==> config.mk <==
export PLATFORM = sky130hd
export DESIGN_NAME = motor_ramp_ctrl
export DESIGN_NICKNAME = d
export VERILOG_FILES = /design/src/rtl/motor_ramp_ctrl.sv
export SDC_FILE = /design/constraint.sdc
export NUM_CORES = 1
export LEC_CHECK = 0
export CAP_MARGIN = 30
export CORE_MARGIN = 4
export CORE_UTILIZATION = 36
export CTS_CLUSTER_SIZE = 16
export DETAILED_ROUTE_END_ITERATION = 10
export MAX_ROUTING_LAYER = met4
export PLACE_DENSITY = 0.58
export SYNTH_ARGS = -nofsm -noshare
export SYNTH_HDL_FRONTEND = slang
export SYNTH_SLANG_ARGS = --single-unit
export TNS_END_PERCENT = 20
==> constraint.sdc <==
create_clock -name clk -period 2 [get_ports clk]
set_clock_uncertainty 0.1 [all_clocks]
set_input_delay 0.4 -clock clk [delete_from_list [all_inputs] [get_ports clk]]
set_output_delay 0.4 -clock clk [all_outputs]
set_load 0.05 [all_outputs]
==> src/rtl/motor_ramp_ctrl.sv <==
// motor_ramp_ctrl: sequences the 4-bit {dir, speed} command word for the PWM motor driver.
// A host loads speed/direction targets over a valid/ready handshake. The current speed slews
// one level every STEP_CYCLES clocks. A direction reversal ramps to zero, holds zero for
// DEAD_CYCLES clocks, flips direction and then ramps back up. estop forces speed 0 at once.
//
// Ports:
//   clk        PWM-domain clock, rising edge
//   rst        asynchronous active-high reset
//   cmd_valid  host command present on cmd_dir/cmd_spd
//   cmd_ready  command can be accepted (combinational: ~estop)
//   cmd_dir    target direction (0 fwd, 1 rev)
//   cmd_spd    target speed level 0..7
//   estop      emergency stop, level-sensitive, synchronous
//   pwm_data   {cur_dir, cur_spd} to the PWM block
//   busy       state is not STEADY
//   at_target  current equals target and no estop in force
module motor_ramp_ctrl #(
  parameter int unsigned STEP_CYCLES = 100000,
  parameter int unsigned DEAD_CYCLES = 50000
) (
  input  logic       clk,
  input  logic       rst,
  input  logic       cmd_valid,
  output logic       cmd_ready,
  input  logic       cmd_dir,
  input  logic [2:0] cmd_spd,
  input  logic       estop,
  output logic [3:0] pwm_data,
  output logic       busy,
  output logic       at_target
);

  localparam int unsigned SW = (STEP_CYCLES > 1) ? $clog2(STEP_CYCLES) : 1;
  localparam int unsigned DW = (DEAD_CYCLES > 1) ? $clog2(DEAD_CYCLES) : 1;
  localparam logic [SW-1:0] StepLast = SW'(STEP_CYCLES - 1);
  localparam logic [DW-1:0] DeadLast = DW'(DEAD_CYCLES - 1);

  typedef enum logic [1:0] {StSteady, StRamp, StDead} state_e;

  state_e        state_q, state_d;
  logic          cur_dir_q, cur_dir_d;
  logic [2:0]    cur_spd_q, cur_spd_d;
  logic          tgt_dir_q, tgt_dir_d;
  logic [2:0]    tgt_spd_q, tgt_spd_d;
  logic [SW-1:0] step_cnt_q, step_cnt_d;
  logic [DW-1:0] dead_cnt_q, dead_cnt_d;
  // Set while DEAD was entered by estop: the full dead time must elapse even though
  // the directions already match, so the early-exit path is suppressed.
  logic          estop_dead_q, estop_dead_d;
  // Registered copy of estop keeps at_target free of an input-to-output path.
  logic          estop_q;

  logic accept;
  logic dir_diff;
  logic on_target;

  assign accept    = cmd_valid & ~estop;
  assign dir_diff  = cur_dir_q ^ tgt_dir_q;
  assign on_target = ~dir_diff & (cur_spd_q == tgt_spd_q);

  always_comb begin
    state_d      = state_q;
    cur_dir_d    = cur_dir_q;
    cur_spd_d    = cur_spd_q;
    tgt_dir_d    = tgt_dir_q;
    tgt_spd_d    = tgt_spd_q;
    step_cnt_d   = step_cnt_q;
    dead_cnt_d   = dead_cnt_q;
    estop_dead_d = estop_dead_q;

    if (accept) begin
      tgt_dir_d = cmd_dir;
      tgt_spd_d = cmd_spd;
    end

    if (estop) begin
      cur_spd_d    = 3'd0;
      tgt_spd_d    = 3'd0;
      state_d      = StDead;
      dead_cnt_d   = '0;
      step_cnt_d   = '0;
      estop_dead_d = 1'b1;
    end else begin
      unique case (state_q)
        StSteady: begin
          step_cnt_d = '0;
          if (dir_diff && (cur_spd_q == 3'd0)) begin
            state_d    = StDead;
            dead_cnt_d = '0;
          end else if (!on_target) begin
            state_d = StRamp;
          end
        end

        StRamp: begin
          if (dir_diff && (cur_spd_q == 3'd0)) begin
            state_d    = StDead;
            step_cnt_d = '0;
            dead_cnt_d = '0;
          end else if (on_target) begin
            state_d    = StSteady;
            step_cnt_d = '0;
          end else if (step_cnt_q == StepLast) begin
            // Stay in RAMP after a step so the next tick is exactly STEP_CYCLES later;
            // the following cycle drops to STEADY if the step landed on target.
            step_cnt_d = '0;
            if (dir_diff) begin
              cur_spd_d = cur_spd_q - 3'd1;  // cur_spd_q > 0 here
            end else if (cur_spd_q < tgt_spd_q) begin
              cur_spd_d = cur_spd_q + 3'd1;
            end else begin
              cur_spd_d = cur_spd_q - 3'd1;
            end
          end else begin
            step_cnt_d = step_cnt_q + 1'b1;
          end
        end

        StDead: begin
          cur_spd_d = 3'd0;
          if (!estop_dead_q && !dir_diff) begin
            // Retarget cancelled the reversal: leave without flipping.
            dead_cnt_d = '0;
            state_d    = (tgt_spd_q != 3'd0) ? StRamp : StSteady;
          end else if (dead_cnt_q == DeadLast) begin
            cur_dir_d    = tgt_dir_q;
            dead_cnt_d   = '0;
            estop_dead_d = 1'b0;
            state_d      = (tgt_spd_q != 3'd0) ? StRamp : StSteady;
          end else begin
            dead_cnt_d = dead_cnt_q + 1'b1;
          end
        end

        default: begin
          state_d = StSteady;
        end
      endcase
    end
  end

  always_ff @(posedge clk or posedge rst) begin
    if (rst) begin
      state_q      <= StSteady;
      cur_dir_q    <= 1'b0;
      cur_spd_q    <= 3'd0;
      tgt_dir_q    <= 1'b0;
      tgt_spd_q    <= 3'd0;
      step_cnt_q   <= '0;
      dead_cnt_q   <= '0;
      estop_dead_q <= 1'b0;
      estop_q      <= 1'b0;
    end else begin
      state_q      <= state_d;
      cur_dir_q    <= cur_dir_d;
      cur_spd_q    <= cur_spd_d;
      tgt_dir_q    <= tgt_dir_d;
      tgt_spd_q    <= tgt_spd_d;
      step_cnt_q   <= step_cnt_d;
      dead_cnt_q   <= dead_cnt_d;
      estop_dead_q <= estop_dead_d;
      estop_q      <= estop;
    end
  end

  assign cmd_ready = ~estop;
  assign pwm_data  = {cur_dir_q, cur_spd_q};
  assign busy      = (state_q != StSteady);
  assign at_target = on_target & ~estop_q;

endmodule

# After elaboration in Yosys (flattened, before gate mapping)
# Cells that the tools add are included.
word_totals:
  regBits: 45
  output_inout_bits: 7
  inputBits: 8
  wordCells: 87
op_classes:
  mux: 32
  add_sub_neg: 4
  bitwise: 8
  eq_ne: 13
  reduce_logical: 20
  magnitude_cmp: 1
ops:
  columns: ["cell", "n"]
  rows:
  - ["$mux 17", 4]
  - ["$mux 16", 4]
  - ["$pmux 17 s2", 1]
  - ["$pmux 16 s2", 1]
  - ["$mux 3", 8]
  - ["$add 17x1->17 const B", 1]
  - ["$eq 17x17->1 const B", 1]
  - ["$add 16x1->16 const B", 1]
  - ["$eq 16x16->1 const B", 1]
  - ["$mux 2", 7]
  - ["$ne 4x4->1 const B", 3]
  - ["$reduce_bool 3->1", 4]
  - ["$ne 3x3->1 const B", 3]
  - ["$reduce_and 4->1", 2]
  - ["$reduce_bool 2->1", 4]
  - ["$pmux 2 s3", 1]
  - ["$pmux 3 s2", 1]
  - ["$reduce_and 3->1", 2]
  - ["$mux 1", 5]
  - ["$not 1->1", 4]
  - ["$add 3x1->3 const B", 1]
  - ["$and 1x1->1", 3]
  - ["$eq 3x3->1", 1]
  - ["$logic_not 3->1", 1]
  - ["12 further kinds", 14]

# Depth between registers and ports, before layout
# Gate-level depths: netlist of the first run.
logic_depth:
  depth_word: 8
  depth_mapped: 8
  depth_no_buf: 7

# Least setup slack after synthesis of the first run
# No wires, ideal clock.
synth_path:
  path_type: "flip-flop to output port"
  startpoint: "register cur_spd_q[0]"
  endpoint: "output at_target"
  path_stages_with_launch: 6
  n_path_buf: 0
  slack_ps: -612
  required_ps: 1500
  arrival_ps: 2112
  path_cell_list: "dfrtp_1 -> inv_1 -> ha_1 -> nand3_1 -> or2_2 -> nor2_1"
synth_via:
  elab_chain_cells: 3
synth_rtl:
  columns: ["item", "line", "rtl"]
  rows:
  - ["start, declared", "42", "logic [2:0] cur_spd_q, cur_spd_d;"]
  - ["start signal, assigned", "156", "cur_spd_q <= cur_spd_d;"]
  - ["$eq 3x3->1", "59", "assign on_target = ~dir_diff & (cur_spd_q == tgt_spd_q);"]
  - ["$and 1x1->1", "59", null]
  - ["$and 1x1->1", "169", "assign at_target = on_target & ~estop_q;"]
  - ["end, declared", "30", "output logic at_target"]
# Every way passes these cells.

# Worst setup path in the final report of the first run
layout_path:
  startpoint: "register cur_spd_q[2]"
  endpoint: "output at_target"
# Same word-level chain as after synthesis.

==> impl_metrics.py, run 1 <==
metrics = {
    "run_status": {
        "status": "finished with violations",
        "violations": "setup timing",
    },
    "cts": {
        "cts.clk_slew.worst_paths_ns": 0.09,
        "root_buffer": "clkbuf_8",
        "cts-buffers-inserted": 5,
        "clock_latency_ns": 0.30,
        "cts_max_level": 2,
        "clockBufferDepth": 2,
        "cts_tree": "built",
        "cts_sinks": 45,
    },
    "yosys": {
        "synth_flop_cell": "dfrtp_1",
        "syn_inst": 266,
        "synth_top_family_by_area": "simple AND/OR/NAND/NOR gates",
        "synthAdderAreaFrac": 0.0389,
        "async_reset_ff_frac": 1.00,
        "synth_nets": 282,
        "synth_seq_cells": 45,
        "synth_xor_area_frac": 0.0641,
        "synth-warning-count": 0,
        "syn_avg_cell_area_um2": 9.68,
        "muxShareOfSynthArea": 0.0287,
        "synth_edf_count": 0,
        "synth_cell_types": 53,
        "synthSimpleGateAreaFrac": 0.260,
        "synth-compound-area-share": 0.135,
        "yosysSeqAreaShare": 0.437,
        "synth_area_mm2": 0.00257,
    },
    "sta": {
        "rsz0062_at_grt": "true",
        "hold_viol": 0,
        "worst_pin_slew_ns": 0.478,
        "max_slew_margin": 0.679,
        "setup_slack_ns": -0.223,
        "drv_slew": 0,
        "fmax_mhz": 450,
        "period_share": 1.11,
        "timing.hold.ws_ns": 0.280,
        "setup_viol": 14,
        "final.setup.tns_ns": -0.963,
        "min_period_ns": 2.22,
    },
    "critical_path": {
        "ff2ff_setup_slack_ns": -0.10,
        "rr_worst_depth": 6,
        "crit_path_max_fanout": 2,
        "worstPathArrival_ns": 1.72,
        "required_ns": 1.50,
        "startpoint_type": "register",
        "critPathCaptureType": "output port",
        "worst_r2r_endpoint": "dead_cnt_q[13]",
        "r2r_start": "dead_cnt_q[4]",
        "cp-startpoint": "cur_spd_q[2]",
        "criticalPathCategory": "register to output port",
        "worstSetupEndpoint": "at_target",
    },
    "cells_and_area": {
        "final_net_count": 360,
        "drive_above_1_share": 0.359,
        "final_core_utilization": 0.514,
        "antennaDiodeCount": 0,
        "mostFrequentLayoutCell": "buf_4",
        "final_cell_mix": "buf_4 (65), dfrtp_1 (42), nor2_1 (25)",
        "final_cells": 441,
        "design_area_mm2": 0.00353,
        "area_growth_pct": 37.0,
    },
    "route": {
        "routed-wl-met2_mm": 2.72,
        "drtAntennaViolNets": 0,
        "first_pass_iters": 5,
        "drt-wirelength-per-cell_um": 13.5,
        "viasPerCell": 4.93,
        "highest_layer": "met4",
        "wirelength_mm": 5.96,
        "wl_met3_um": 125,
        "via_count": 2174,
        "route.detailed.drc": 0,
        "wl_met1_mm": 3.06,
        "drtIter0Drc": 64,
    },
    "hold_path": {
        "hold_class": "input pin to asynchronous set/reset pin",
    },
    "pwr": {
        "p_int_mw": 1.36,
        "power.share.combinational": 0.208,
        "total_power_mw": 1.91,
        "p_switching_mw": 0.545,
        "cellPowerDensity_mw_per_mm2": 540,
        "pwr-share-seq": 0.498,
        "irDropWorstVdd_mv": 0.330,
        "sw_frac_of_total": 0.286,
        "clkPwrFrac": 0.294,
        "power.leakage_nw": 1.66,
    },
    "global_routing": {
        "gr-total-overflow": 0,
        "grt_pass1_vias": 2199,
        "grt_pass1_wl_mm": 10.4,
        "grtUsageTotal": 0.154,
        "grt_max_degree": 32,
        "antenna_found_initial": 0,
    },
    "floorplanning": {
        "die_h_um": 92.6,
        "dieArea_mm2": 0.00857,
        "ioPinCount": 15,
        "initial_core_util": 0.375,
        "core_area_mm2": 0.00687,
        "rows": 30,
        "chipWidth_um": 92.6,
    },
    "placed_design": {
        "port_buffers": 14,
        "place_area_mm2": 0.00323,
        "placed_cells": 424,
        "hpwl_mm": 4.27,
        "gp_congestion": 0.774,
        "pre_cts_slack_ns": -0.296,
    },
    "flow_run": {
        "max_cap_viol_count": 0,
    },
}
## what timing repair did
action,CTS,global route
resized for setup,14,25
gates cloned,0,1
pin swaps,12,14
setup endpoints to repair,23,38
hold buffers,0,0
buffers inserted,4,4
## final cells by class
type	count	area [um2]
clock buffer	6	72.6
clock inverter	2	10.0
fill	629	3340
inverter	8	30.0
multi-input combinational	204	1490
sequential	45	1130
tap	96	120
timing repair buffer	80	674
## worst min path at each step
stage / startpoint / endpoint / slack (ns)
floorplan: estop / estop_q / 0.33
global placement: estop_dead_q / estop_dead_q / 0.35
detailed placement: estop_dead_q / estop_dead_q / 0.36
CTS: rst / step_cnt_q[13] / 0.29
global route: rst / step_cnt_q[5] / 0.32
finish: rst / step_cnt_q[9] / 0.28
## critical path, cell delays in order (launching register included)
cell,delay (ns)
dfrtp_2,0.43
ha_4,0.27
nand3_2,0.08
buf_6,0.12
or2_4,0.25
nor2_4,0.11
buf_12,0.14
## cell families after synthesis
kind of cell | Yosys count
muxes | 7
adders and majority gates | 8
xor gates and xnor gates | 18
AOI/OAI and AO/OA | 50
and+or+nand+nor | 121
DFF | 45
buffers and inverters | 17
## layer usage
layer / track usage / up-vias
li1: - / 1108
met1: 0.206 / 1037
met2: 0.239 / 22
met3: 0.0309 / 7
met4: 0.0408 / 0
met5: - / -
## power groups by stage
stage | Combinational (mW) | Clock, mW | Sequential, mW
finish | 0.396 | 0.560 | 0.950
global route | 0.435 | 0.615 | 0.954
CTS | 0.361 | 0.585 | 0.949
detailed placement | 0.345 | 0 | 0.967
global placement | 0.343 | 0 | 0.967
floorplan | 0.202 | 0 | 0.965
## Yosys cell counts (2+ instances only)
master,n,area share
a21boi_0,2,0.0058
a21o_1,5,0.015
a21oi_1,4,0.0078
a22o_1,5,0.017
a31oi_1,5,0.012
and2_1,3,0.0073
and3_1,9,0.022
clkbuf_1,5,0.0073
dfrtp_1,45,0.44
ha_1,8,0.039
inv_1,8,0.012
mux2_2,3,0.013
mux2i_1,4,0.016
nand2_1,22,0.032
nand2b_1,3,0.0073
nand3_1,15,0.029
nand4_1,11,0.027
nor2_1,28,0.041
nor2b_1,5,0.012
nor3_1,6,0.012
nor3b_1,4,0.012
nor4bb_1,2,0.0078
o21ai_0,16,0.031
o2bb2ai_1,2,0.0068
or2_2,2,0.0049
or3_1,2,0.0049
xnor2_1,3,0.010
xor2_1,14,0.048
## flip-flops by register name, summed over array words and instances (netlist names)
signal	flops
step_cnt_q	17
dead_cnt_q	16
cur_spd_q	3
tgt_spd_q	3
state_q	2
cur_dir_q	1
estop_dead_q	1
estop_q	1
tgt_dir_q	1
Note: power is estimated with default switching activity, not from simulation.
==> run 2: changes to the inputs <==
--- a/config.mk
+++ b/config.mk
@@ -5,10 +5,9 @@
 export SDC_FILE = /design/constraint.sdc
 export NUM_CORES = 1
 export LEC_CHECK = 0
-export CAP_MARGIN = 30
+export CAP_MARGIN = 20
 export CORE_MARGIN = 4
 export CORE_UTILIZATION = 36
-export CTS_CLUSTER_SIZE = 16
 export DETAILED_ROUTE_END_ITERATION = 10
 export MAX_ROUTING_LAYER = met4
 export PLACE_DENSITY = 0.58
==> results of run 2 <==
The final DEF is identical to that of run 1; final timing and power are the same.
==> run 3: changes to the inputs <==
--- a/config.mk
+++ b/config.mk
@@ -9,6 +9,7 @@
 export CORE_MARGIN = 4
 export CORE_UTILIZATION = 36
 export DETAILED_ROUTE_END_ITERATION = 10
+export GPL_ROUTABILITY_DRIVEN = 1
 export MAX_ROUTING_LAYER = met4
 export PLACE_DENSITY = 0.58
 export SYNTH_ARGS = -nofsm -noshare
==> results of run 3 <==
The final DEF is identical to that of run 1; final timing and power are the same.
